[src/rtl/varredura_display_bcd_pkg.sv]
// Shared types, segment codes ({g,f,e,d,c,b,a}, active-low) and digit count for the display scanner.
// Holds the display definitions used by the scanner and the 7-segment decoder.
package varredura_display_bcd_pkg;

  localparam int NUM_DIGITOS = 7;

  typedef logic [3:0]                   bcd_t;
  typedef logic [6:0]                   seg_t;
  typedef logic [2:0]                   indice_t;
  typedef logic [NUM_DIGITOS-1:0][3:0]  digitos_t;

  localparam seg_t SEG_0       = 7'b1000000;
  localparam seg_t SEG_1       = 7'b1111001;
  localparam seg_t SEG_2       = 7'b0100100;
  localparam seg_t SEG_3       = 7'b0110000;
  localparam seg_t SEG_4       = 7'b0011001;
  localparam seg_t SEG_5       = 7'b0010010;
  localparam seg_t SEG_6       = 7'b0000010;
  localparam seg_t SEG_7       = 7'b1111000;
  localparam seg_t SEG_8       = 7'b0000000;
  localparam seg_t SEG_9       = 7'b0010000;
  localparam seg_t SEG_E       = 7'b0000110;
  localparam seg_t SEG_APAGADO = 7'b1111111;

  localparam indice_t ULTIMO_INDICE = indice_t'(NUM_DIGITOS - 1);

  // Active-high one-hot digit select; bit0 is Unidade.
  function automatic logic [NUM_DIGITOS-1:0] seleciona(input indice_t i);
    return (NUM_DIGITOS)'(1) << i;
  endfunction

endpackage

[src/rtl/varredura_display_bcd_if.sv]
// Load port and display outputs of the BCD display scanner.
// Master drives digits and the load strobe; slave (the scanner) drives pronto and the display pins.
interface varredura_display_bcd_if;

  logic       carregar;
  logic [3:0] milhao;
  logic [3:0] centena_milhar;
  logic [3:0] dezena_milhar;
  logic [3:0] milhar;
  logic [3:0] centena;
  logic [3:0] dezena;
  logic [3:0] unidade;
  logic       pronto;
  logic [6:0] anodo;
  logic [6:0] segmentos;

  modport master (
    output carregar, milhao, centena_milhar, dezena_milhar, milhar, centena, dezena, unidade,
    input  pronto, anodo, segmentos
  );

  modport slave (
    input  carregar, milhao, centena_milhar, dezena_milhar, milhar, centena, dezena, unidade,
    output pronto, anodo, segmentos
  );

endinterface

[src/rtl/varredura_display_bcd_decodificador_7seg.sv]
// Combinational BCD to active-low 7-segment code; any value above 9 shows 'E'.
// Zero latency; no flow control.
module decodificador_7seg
  import varredura_display_bcd_pkg::*;
(
  input  bcd_t bcd,
  output seg_t seg
);

  always_comb begin
    seg = SEG_E;
    case (bcd)
      4'd0:    seg = SEG_0;
      4'd1:    seg = SEG_1;
      4'd2:    seg = SEG_2;
      4'd3:    seg = SEG_3;
      4'd4:    seg = SEG_4;
      4'd5:    seg = SEG_5;
      4'd6:    seg = SEG_6;
      4'd7:    seg = SEG_7;
      4'd8:    seg = SEG_8;
      4'd9:    seg = SEG_9;
      default: seg = SEG_E;
    endcase
  end

endmodule

[src/rtl/varredura_display_bcd.sv]
// 7-digit multiplexed 7-segment scanner; outputs registered, 1 cycle behind the scan index.
// Loads are never refused: newest load wins, applied at the frame boundary (macro SUPRIME_ZEROS_EN: leading-zero blanking).
module varredura_display_bcd
  import varredura_display_bcd_pkg::*;
#(
  parameter int DIV_REFRESH = 50000,
  parameter bit ATIVO_BAIXO = 1'b1
) (
  input  logic                    clock,
  input  logic                    reset,
  varredura_display_bcd_if.slave  bus
);

  localparam int   PW        = $clog2(DIV_REFRESH);
  localparam seg_t DESLIGADO = ATIVO_BAIXO ? 7'b1111111 : 7'b0000000;

  logic [PW-1:0]          presc;
  indice_t                indice;
  digitos_t               pendente;
  digitos_t               exibido;
  digitos_t               entrada;
  logic                   pronto_q;
  logic [6:0]             anodo_q;
  seg_t                   seg_q;

  logic                   wrap;
  logic                   fronteira;
  bcd_t                   digito_sel;
  seg_t                   cod_dec;
  seg_t                   cod;
  logic [NUM_DIGITOS-1:0] apagar;
  logic [NUM_DIGITOS-1:0] onehot;
  logic [6:0]             anodo_n;
  seg_t                   seg_n;

  assign entrada = {bus.milhao, bus.centena_milhar, bus.dezena_milhar, bus.milhar,
                    bus.centena, bus.dezena, bus.unidade};

  assign wrap       = (presc == PW'(DIV_REFRESH - 1));
  assign fronteira  = wrap && (indice == ULTIMO_INDICE);
  assign digito_sel = exibido[indice];

  decodificador_7seg u_dec (
    .bcd (digito_sel),
    .seg (cod_dec)
  );

`ifdef SUPRIME_ZEROS_EN
  // A digit is blanked when it and every more significant digit are zero; Unidade never is.
  always_comb begin
    logic acima_zero;
    apagar     = '0;
    acima_zero = 1'b1;
    for (int i = NUM_DIGITOS - 1; i >= 1; i--) begin
      acima_zero = acima_zero && (exibido[i] == 4'd0);
      apagar[i]  = acima_zero;
    end
  end
`else
  assign apagar = '0;
`endif

  always_comb begin
    onehot  = seleciona(indice);
    cod     = apagar[indice] ? SEG_APAGADO : cod_dec;
    anodo_n = ATIVO_BAIXO ? ~onehot : onehot;
    seg_n   = ATIVO_BAIXO ? cod : ~cod;
  end

  always_ff @(posedge clock) begin
    if (reset) begin
      presc    <= '0;
      indice   <= '0;
      pendente <= '0;
      exibido  <= '0;
      pronto_q <= 1'b1;
      anodo_q  <= DESLIGADO;
      seg_q    <= DESLIGADO;
    end else begin
      presc <= wrap ? '0 : presc + PW'(1);
      if (wrap) begin
        indice <= (indice == ULTIMO_INDICE) ? '0 : indice + 3'd1;
      end
      // Pending copies to shown only at the boundary; a same-cycle load refills pending.
      if (fronteira) begin
        exibido <= pendente;
      end
      if (bus.carregar) begin
        pendente <= entrada;
        pronto_q <= 1'b0;
      end else if (fronteira) begin
        pronto_q <= 1'b1;
      end
      anodo_q <= anodo_n;
      seg_q   <= seg_n;
    end
  end

  assign bus.pronto    = pronto_q;
  assign bus.anodo     = anodo_q;
  assign bus.segmentos = seg_q;

endmodule
[src/flat_wrapper.sv]
// flat-port wrapper written by rule: the top's interface ports become plain ports
module varredura_display_bcd_flat import varredura_display_bcd_pkg::*;
#(
  parameter int DIV_REFRESH = 50000,
  parameter bit ATIVO_BAIXO = 1'b1
)
  (clock, reset, bus_carregar, bus_milhao, bus_centena_milhar, bus_dezena_milhar, bus_milhar, bus_centena, bus_dezena, bus_unidade, bus_pronto, bus_anodo, bus_segmentos);
  varredura_display_bcd_if bus_i ();
  input  logic clock;
  input  logic reset;
  input wire logic [$bits(bus_i.carregar)-1:0] bus_carregar;
  input wire logic [$bits(bus_i.milhao)-1:0] bus_milhao;
  input wire logic [$bits(bus_i.centena_milhar)-1:0] bus_centena_milhar;
  input wire logic [$bits(bus_i.dezena_milhar)-1:0] bus_dezena_milhar;
  input wire logic [$bits(bus_i.milhar)-1:0] bus_milhar;
  input wire logic [$bits(bus_i.centena)-1:0] bus_centena;
  input wire logic [$bits(bus_i.dezena)-1:0] bus_dezena;
  input wire logic [$bits(bus_i.unidade)-1:0] bus_unidade;
  output wire logic [$bits(bus_i.pronto)-1:0] bus_pronto;
  output wire logic [$bits(bus_i.anodo)-1:0] bus_anodo;
  output wire logic [$bits(bus_i.segmentos)-1:0] bus_segmentos;
  assign bus_i.carregar = bus_carregar;
  assign bus_i.milhao = bus_milhao;
  assign bus_i.centena_milhar = bus_centena_milhar;
  assign bus_i.dezena_milhar = bus_dezena_milhar;
  assign bus_i.milhar = bus_milhar;
  assign bus_i.centena = bus_centena;
  assign bus_i.dezena = bus_dezena;
  assign bus_i.unidade = bus_unidade;
  assign bus_pronto = bus_i.pronto;
  assign bus_anodo = bus_i.anodo;
  assign bus_segmentos = bus_i.segmentos;
  varredura_display_bcd #(.DIV_REFRESH(DIV_REFRESH), .ATIVO_BAIXO(ATIVO_BAIXO)) u_core (.clock(clock), .reset(reset), .bus(bus_i));
endmodule
[config.mk]
export PLATFORM = sky130hd
export DESIGN_NAME = varredura_display_bcd_flat
export DESIGN_NICKNAME = d
export VERILOG_FILES = /design/src/rtl/varredura_display_bcd_pkg.sv /design/src/rtl/varredura_display_bcd_if.sv /design/src/rtl/varredura_display_bcd_decodificador_7seg.sv /design/src/rtl/varredura_display_bcd.sv /design/src/flat_wrapper.sv
export SDC_FILE = /design/constraint.sdc
export NUM_CORES = 1
export LEC_CHECK = 0
export ABC_CLOCK_PERIOD_IN_PS = 3100
export CORE_MARGIN = 2
export CORE_UTILIZATION = 35
export DETAILED_ROUTE_END_ITERATION = 10
export PLACE_DENSITY = 0.55
export SLEW_MARGIN = 20
export SYNTH_ARGS = -nofsm -noshare
export SYNTH_HDL_FRONTEND = slang
export SYNTH_SLANG_ARGS = --single-unit
[constraint.sdc]
create_clock -name clock -period 3.1 [get_ports clock]
set_input_delay 0.465 -clock clock [delete_from_list [all_inputs] [get_ports clock]]
set_output_delay 0.465 -clock clock [all_outputs]
set_load 0.01 [all_outputs]
==> results.toml, run 1 <==
[power_and_ir_drop]
p_per_area_mw_per_mm2 = 473
ir_worst_vdd_v = 0.000220
p_leak_uw = 0.00166
p_total_uw = 2080

[worst_setup_path]
worstSetupEndpointType = "register"
cp.required_ps = 3350
r2r_setup_slack_ps = 630
start_kind = "register"
crit_fanout = 18
crit_path_end = "u_core.bus.segmentos[2]"
reg2reg_depth = 8
worstSetupStartpoint = "u_core.indice[0]"
arrival_ps = 2720
rr_startpoint = "u_core.indice[0]"
timing.rr.end = "u_core.bus.segmentos[2]"
path_class = "register to register"

[final_layout]
utilization_pct = 42.7
fin_cells = 572
drive_gt1_share_pct = 9.86
num_antenna_cells = 0
final-seq-area_mm2 = 0.00180
area_delta_synth_final_pct = 18.3
fillers = 1033
multiInputGateArea_mm2 = 0.00175
fin_nets = 470

[global_routing]
grt_max_degree = 30
grt_pass1_wl_um = 12000
grt_antenna_before_repair = 0
gr-total-overflow = 0
first_global_vias = 2566
track_usage_pct = 13.2

[placement]
pre_cts_ws_ps = 671
portBuffers = 45
gp_congestion = 0.787
dp.cells = 557
dp_hpwl_um = 4870

[floorplan]
dieWidth_um = 107
core_mm2 = 0.0103
die_area_mm2 = 0.0115
rows = 37
start_util_pct = 36.1
dieHeight_um = 107
ioPinCount = 46

[route]
top_layer_used = "met4"
route.detailed.drc = 0
wl_met3_um = 212
first_iter_violations = 67
via_per_inst = 4.67
first_pass_iters = 4
vias = 2672
drtAntennaViolNets = 0
wl_met1_um = 3490
wl_per_cell_um = 12.3
drt_wl_total_um = 7040
routed-wl-met2_um = 3250

[clock_tree]
clock_tree.buffer_depth = 2
clk_pin_slew_ps = 90
cts_tree = "done"
clockRootBuffer = "clkbuf_8"
insertion_delay_ps = 350
cts_hold_buf = 0
cts_max_level = 3
clock-sinks = 90
cts_resized = 0
cts_made_buffers = 9
postCtsSetupRepairBufs = 0

[timing]
tightest_slew_ps = 917
max_freq_mhz = 404
maxSlewViolCount = 0
finClkSkew_ps = 8.99
finalHoldViolCount = 0
setup_viol = 0
slew_headroom_pct = 38.9
final.period_utilization_pct = 79.8
tns_ps = 0
period_needed_ps = 2470
setup_slack_ps = 628
grt_setup_unrepaired = "false"

[min_path]
holdCritPathClass = "register to register"
worstHoldStart = "u_core.exibido[7]"

[synthesis]
synth_most_common_cell = "dfxtp_1"
yosys-top-cells-count = "dfxtp_1 (90), nand2_1 (65), nor2_1 (53)"
avgSynthCellArea_um2 = 9.40
yosysSeqAreaShare_pct = 48.4
netlist_top_cells_area = "dfxtp_1 (48%), mux2i_1 (11%), nand2_1 (6.6%)"
async_flop_share_pct = 0
synthCells = 396
yosysWarnings = 0
ys_ff_latch = 90
yosysTopAreaCell = "dfxtp_1"
synth_ff_type = "dfxtp_1"
synth_area_mm2 = 0.00372
syn_nets = 434
synth_edf_count = 0
yosys.cell_types.count = 48
synth_top_area_share_pct = 48.4

[outcome]
outcome = "completed"

[run]
maxCapViolCount = 0
where the power goes:
part	internal, uW	switching, uW	leakage [uW]
Clock	373	387	0.000101
Combinational	71.7	52.7	0.000824
Sequential	1190	15.5	0.000734
cells by family (layout without fill, tap and decap cells):
group	count (synthesis)	count (layout)	share of synthesized area (%)
adders and majority gates	7	7	2.35
DFF	90	90	48.4
AOI/OAI and AO/OA	50	50	8.97
and+or+nand+nor	161	161	20.3
xor gates and xnor gates	14	14	3.29
buffers and inverters	30	70	4.64
muxes	44	44	12.1
cell type report:
type / count / share of cell area (%)
Multi-Input combinational cell: 276 / 39.8
Clock inverter: 2 / 0.227
Sequential cell: 90 / 40.9
Clock buffer: 13 / 4.06
Tap cell: 136 / 3.86
Inverter: 6 / 0.511
Timing Repair Buffer: 49 / 10.7
worst max-delay path, cell delays in order, from the launching register on:
cell	delay (ps)
dfxtp_1	740
and2b_1	390
a22oi_1	150
nand2_1	190
inv_1	90
ha_1	220
a21boi_0	130
mux2_2	270
or2_1	200
flip-flops by register name, summed over array words and instances (netlist names):
| name | count |
|---|---|
| u_core.bus.segmentos | 7 |
| u_core.presc | 16 |
| u_core.bus.pronto | 1 |
| u_core.bus.anodo | 7 |
| u_core.pendente | 28 |
| u_core.indice | 3 |
| u_core.exibido | 28 |
cell usage in the layout (no fill, tap or decap), drive strengths merged, types with 3 or more instances in the layout:
| cell type | synthesis | routed |
|---|---|---|
| a21oi | 31 | 31 |
| a21o | 4 | 4 |
| or2 | 3 | 3 |
| o211ai | 3 | 3 |
| and3 | 4 | 4 |
| xnor2 | 7 | 7 |
| mux2i | 40 | 40 |
| clkbuf | 10 | 13 |
| ha | 7 | 7 |
| mux2 | 4 | 4 |
| clkdlybuf4s50 | 0 | 43 |
| nor3 | 3 | 3 |
| o21ai | 4 | 4 |
| nor2 | 54 | 54 |
| inv | 6 | 6 |
| nand3b | 7 | 7 |
| buf | 14 | 6 |
| xor2 | 7 | 7 |
| nand2 | 66 | 66 |
| nand3 | 9 | 9 |
| dfxtp | 90 | 90 |
| nand4 | 3 | 3 |
| nand2b | 4 | 4 |
per-stage QoR:
stage                     hold WS, ps  instance area, um^2
after floorplan                   430                 3720
after global placement            444                 4220
after detailed placement          448                 4220
after CTS                         460                 4410
after global routing              472                 4410
final                             457                 4410
how the worst min path moves through the flow:
stage	to	slack [ps]	cells after the start
after floorplan	u_core.presc[0]	430	1
after global placement	u_core.exibido[25]	440	2
after detailed placement	u_core.exibido[17]	450	2
after CTS	u_core.exibido[17]	460	2
after global routing	u_core.exibido[24]	470	2
final	u_core.exibido[7]	460	2
metal layers:
| layer | GRT usage [%] | up-vias |
|---|---|---|
| met5 | 0 | - |
| met3 | 3.47 | 7 |
| met2 | 20.8 | 27 |
| met4 | 5.29 | 0 |
| met1 | 17.2 | 1249 |
| li1 | - | 1389 |
Power figures use the tool's default switching activity.
==> run 2: changes to the inputs <==
ABC_CLOCK_PERIOD_IN_PS = 2370   (was 3100)
clock period = 2.37 ns   (was 3.1 ns; I/O delays follow)
==> results.toml, run 2 (synthesized netlist as in run 1, its figures left out) <==
[final_layout]
num_antenna_cells = 0
fillers = 1020
fin_nets = 477
final_cell_mix = "dfxtp_1 (89), nand2_1 (65), nor2_1 (52), clkdlybuf4s50_1 (43), mux2i_1 (40)"
final_common_cell = "dfxtp_1"
drive_gt1_share_pct = 11.7
fin_cells = 580
post-route-cell-area_mm2 = 0.00445
reg_top3 = "u_core.exibido x28, u_core.pendente x28, u_core.presc x16"
utilization_pct = 43.1
area_delta_synth_final_pct = 19.6

[worst_setup_path]
cp.required_ps = 2630
start_kind = "register"
cp_top_family = "flip-flops"
cpMaxStageDelayCell = "dfxtp_1"
arrival_ps = 2420
critical_path_buf_inv_count = 2
worstSetupEndpointType = "register"
crit_fanout = 18
path_class = "register to register"
cp_cell_sequence = "buf_12, mux2i_1, a22oi_1, nand2_1, inv_1, ha_1, a21boi_0, mux2_2, or2_1"
slowest_delay_ps = 510

[timing]
setup_slack_ps = 209
max_freq_mhz = 463
period_needed_ps = 2160
maxSlewViolCount = 0
finalHoldViolCount = 0
finClkSkew_ps = 10.7
final.period_utilization_pct = 91.2
setup_viol = 0
slew_headroom_pct = 60.8
tns_ps = 0
tightest_slew_ps = 588
grt_setup_unrepaired = "false"

[power_and_ir_drop]
power.share.clock_pct = 34.7
p_per_area_mw_per_mm2 = 596
sw_frac_of_total_pct = 23.8
p_int_uw = 2020
pwr-share-seq_pct = 59.2
ir_worst_vdd_v = 0.000277
switchingPower_uw = 632
p_leak_uw = 0.00168
share_comb_of_total_power_pct = 6.1

[placement]
dp_hpwl_um = 5050
place_area_mm2 = 0.00428
pre_cts_ws_ps = 110
dp.cells = 564
portBuffers = 45
gp_congestion = 0.803

[clock_tree]
clockRootBuffer = "clkbuf_8"
cts_tree = "done"
clock-sinks = 90
cts_made_buffers = 9
postCtsSetupRepairBufs = 0
clk_pin_slew_ps = 90
cts_hold_buf = 0
clock_tree.buffer_depth = 2
cts_max_level = 3
cts_resized = 0
insertion_delay_ps = 360

[global_routing]
grt_max_degree = 32
grt_antenna_before_repair = 0
track_usage_pct = 13.4
grt_pass1_wl_um = 12200
gr-total-overflow = 0
first_global_vias = 2673

[route]
via_per_inst = 4.69
first_pass_iters = 4
vias = 2719
route.detailed.drc = 0
drt_wl_total_um = 7130
first_iter_violations = 83
drtAntennaViolNets = 0
wl_per_cell_um = 12.3

[outcome]
outcome = "completed"

[floorplan]
start_util_pct = 36.1
die_area_mm2 = 0.0115
core_mm2 = 0.0103
ioPinCount = 46
dieWidth_um = 107
dieHeight_um = 107
rows = 37

[min_path]
holdCritPathClass = "input pin to register"

[run]
maxCapViolCount = 0
run 2: per-stage QoR:
step / hold WS (ps) / total power (uW)
2_1_floorplan: 430 / 1690
4_1_cts: 411 / 2690
3_3_place_gp: 442 / 1770
6_report: 423 / 2650
5_1_grt: 441 / 2790
3_5_place_dp: 446 / 1770
run 2: cell type report:
class,instances,area (um^2),area share (%)
inverter,6,22.5,0.506
tap,136,170,3.82
timing repair buffer,56,536,12.0
sequential,90,1800,40.5
clock inverter,7,46.3,1.04
clock buffer,9,124,2.78
multi-input combinational,276,1750,39.3
run 2: layer usage:
| layer | GRT usage, % | share of wire (%) | vias to the layer above |
|---|---|---|---|
| li1 | - | - | 1406 |
| met1 | 17.0 | 49 | 1274 |
| met2 | 21.5 | 46 | 28 |
| met3 | 3.22 | 2.8 | 11 |
| met4 | 6.12 | 1.6 | 0 |
| met5 | 0 | 0 | - |
run 2: power by group through the flow:
stage	Clock (uW)	Sequential (uW)	Combinational [uW]
floorplan	0	1610	83.7
global route	1030	1580	180
CTS	954	1570	166
detailed placement	0	1610	165
finish	920	1570	163
global placement	0	1610	163
run 2: worst register-to-register path: stages, from the launching register on:
cell	delay, ps
dfxtp_1	510
buf_12	200
mux2i_1	190
a22oi_1	110
nand2_1	160
inv_1	90
ha_1	210
a21boi_0	120
mux2_2	270
or2_1	190
run 2: path summary, 6_finish.rpt:
check	start	endpoint	slack, ps	cells past startpoint
worst max-delay path	u_core.indice[1]	u_core.bus.segmentos[2]	210	9
worst min-delay path	reset	u_core.pendente[11]	420	2
worst max register to register	u_core.indice[1]	u_core.bus.segmentos[2]	210	9
worst min register to register	u_core.pendente[4]	u_core.exibido[4]	450	2
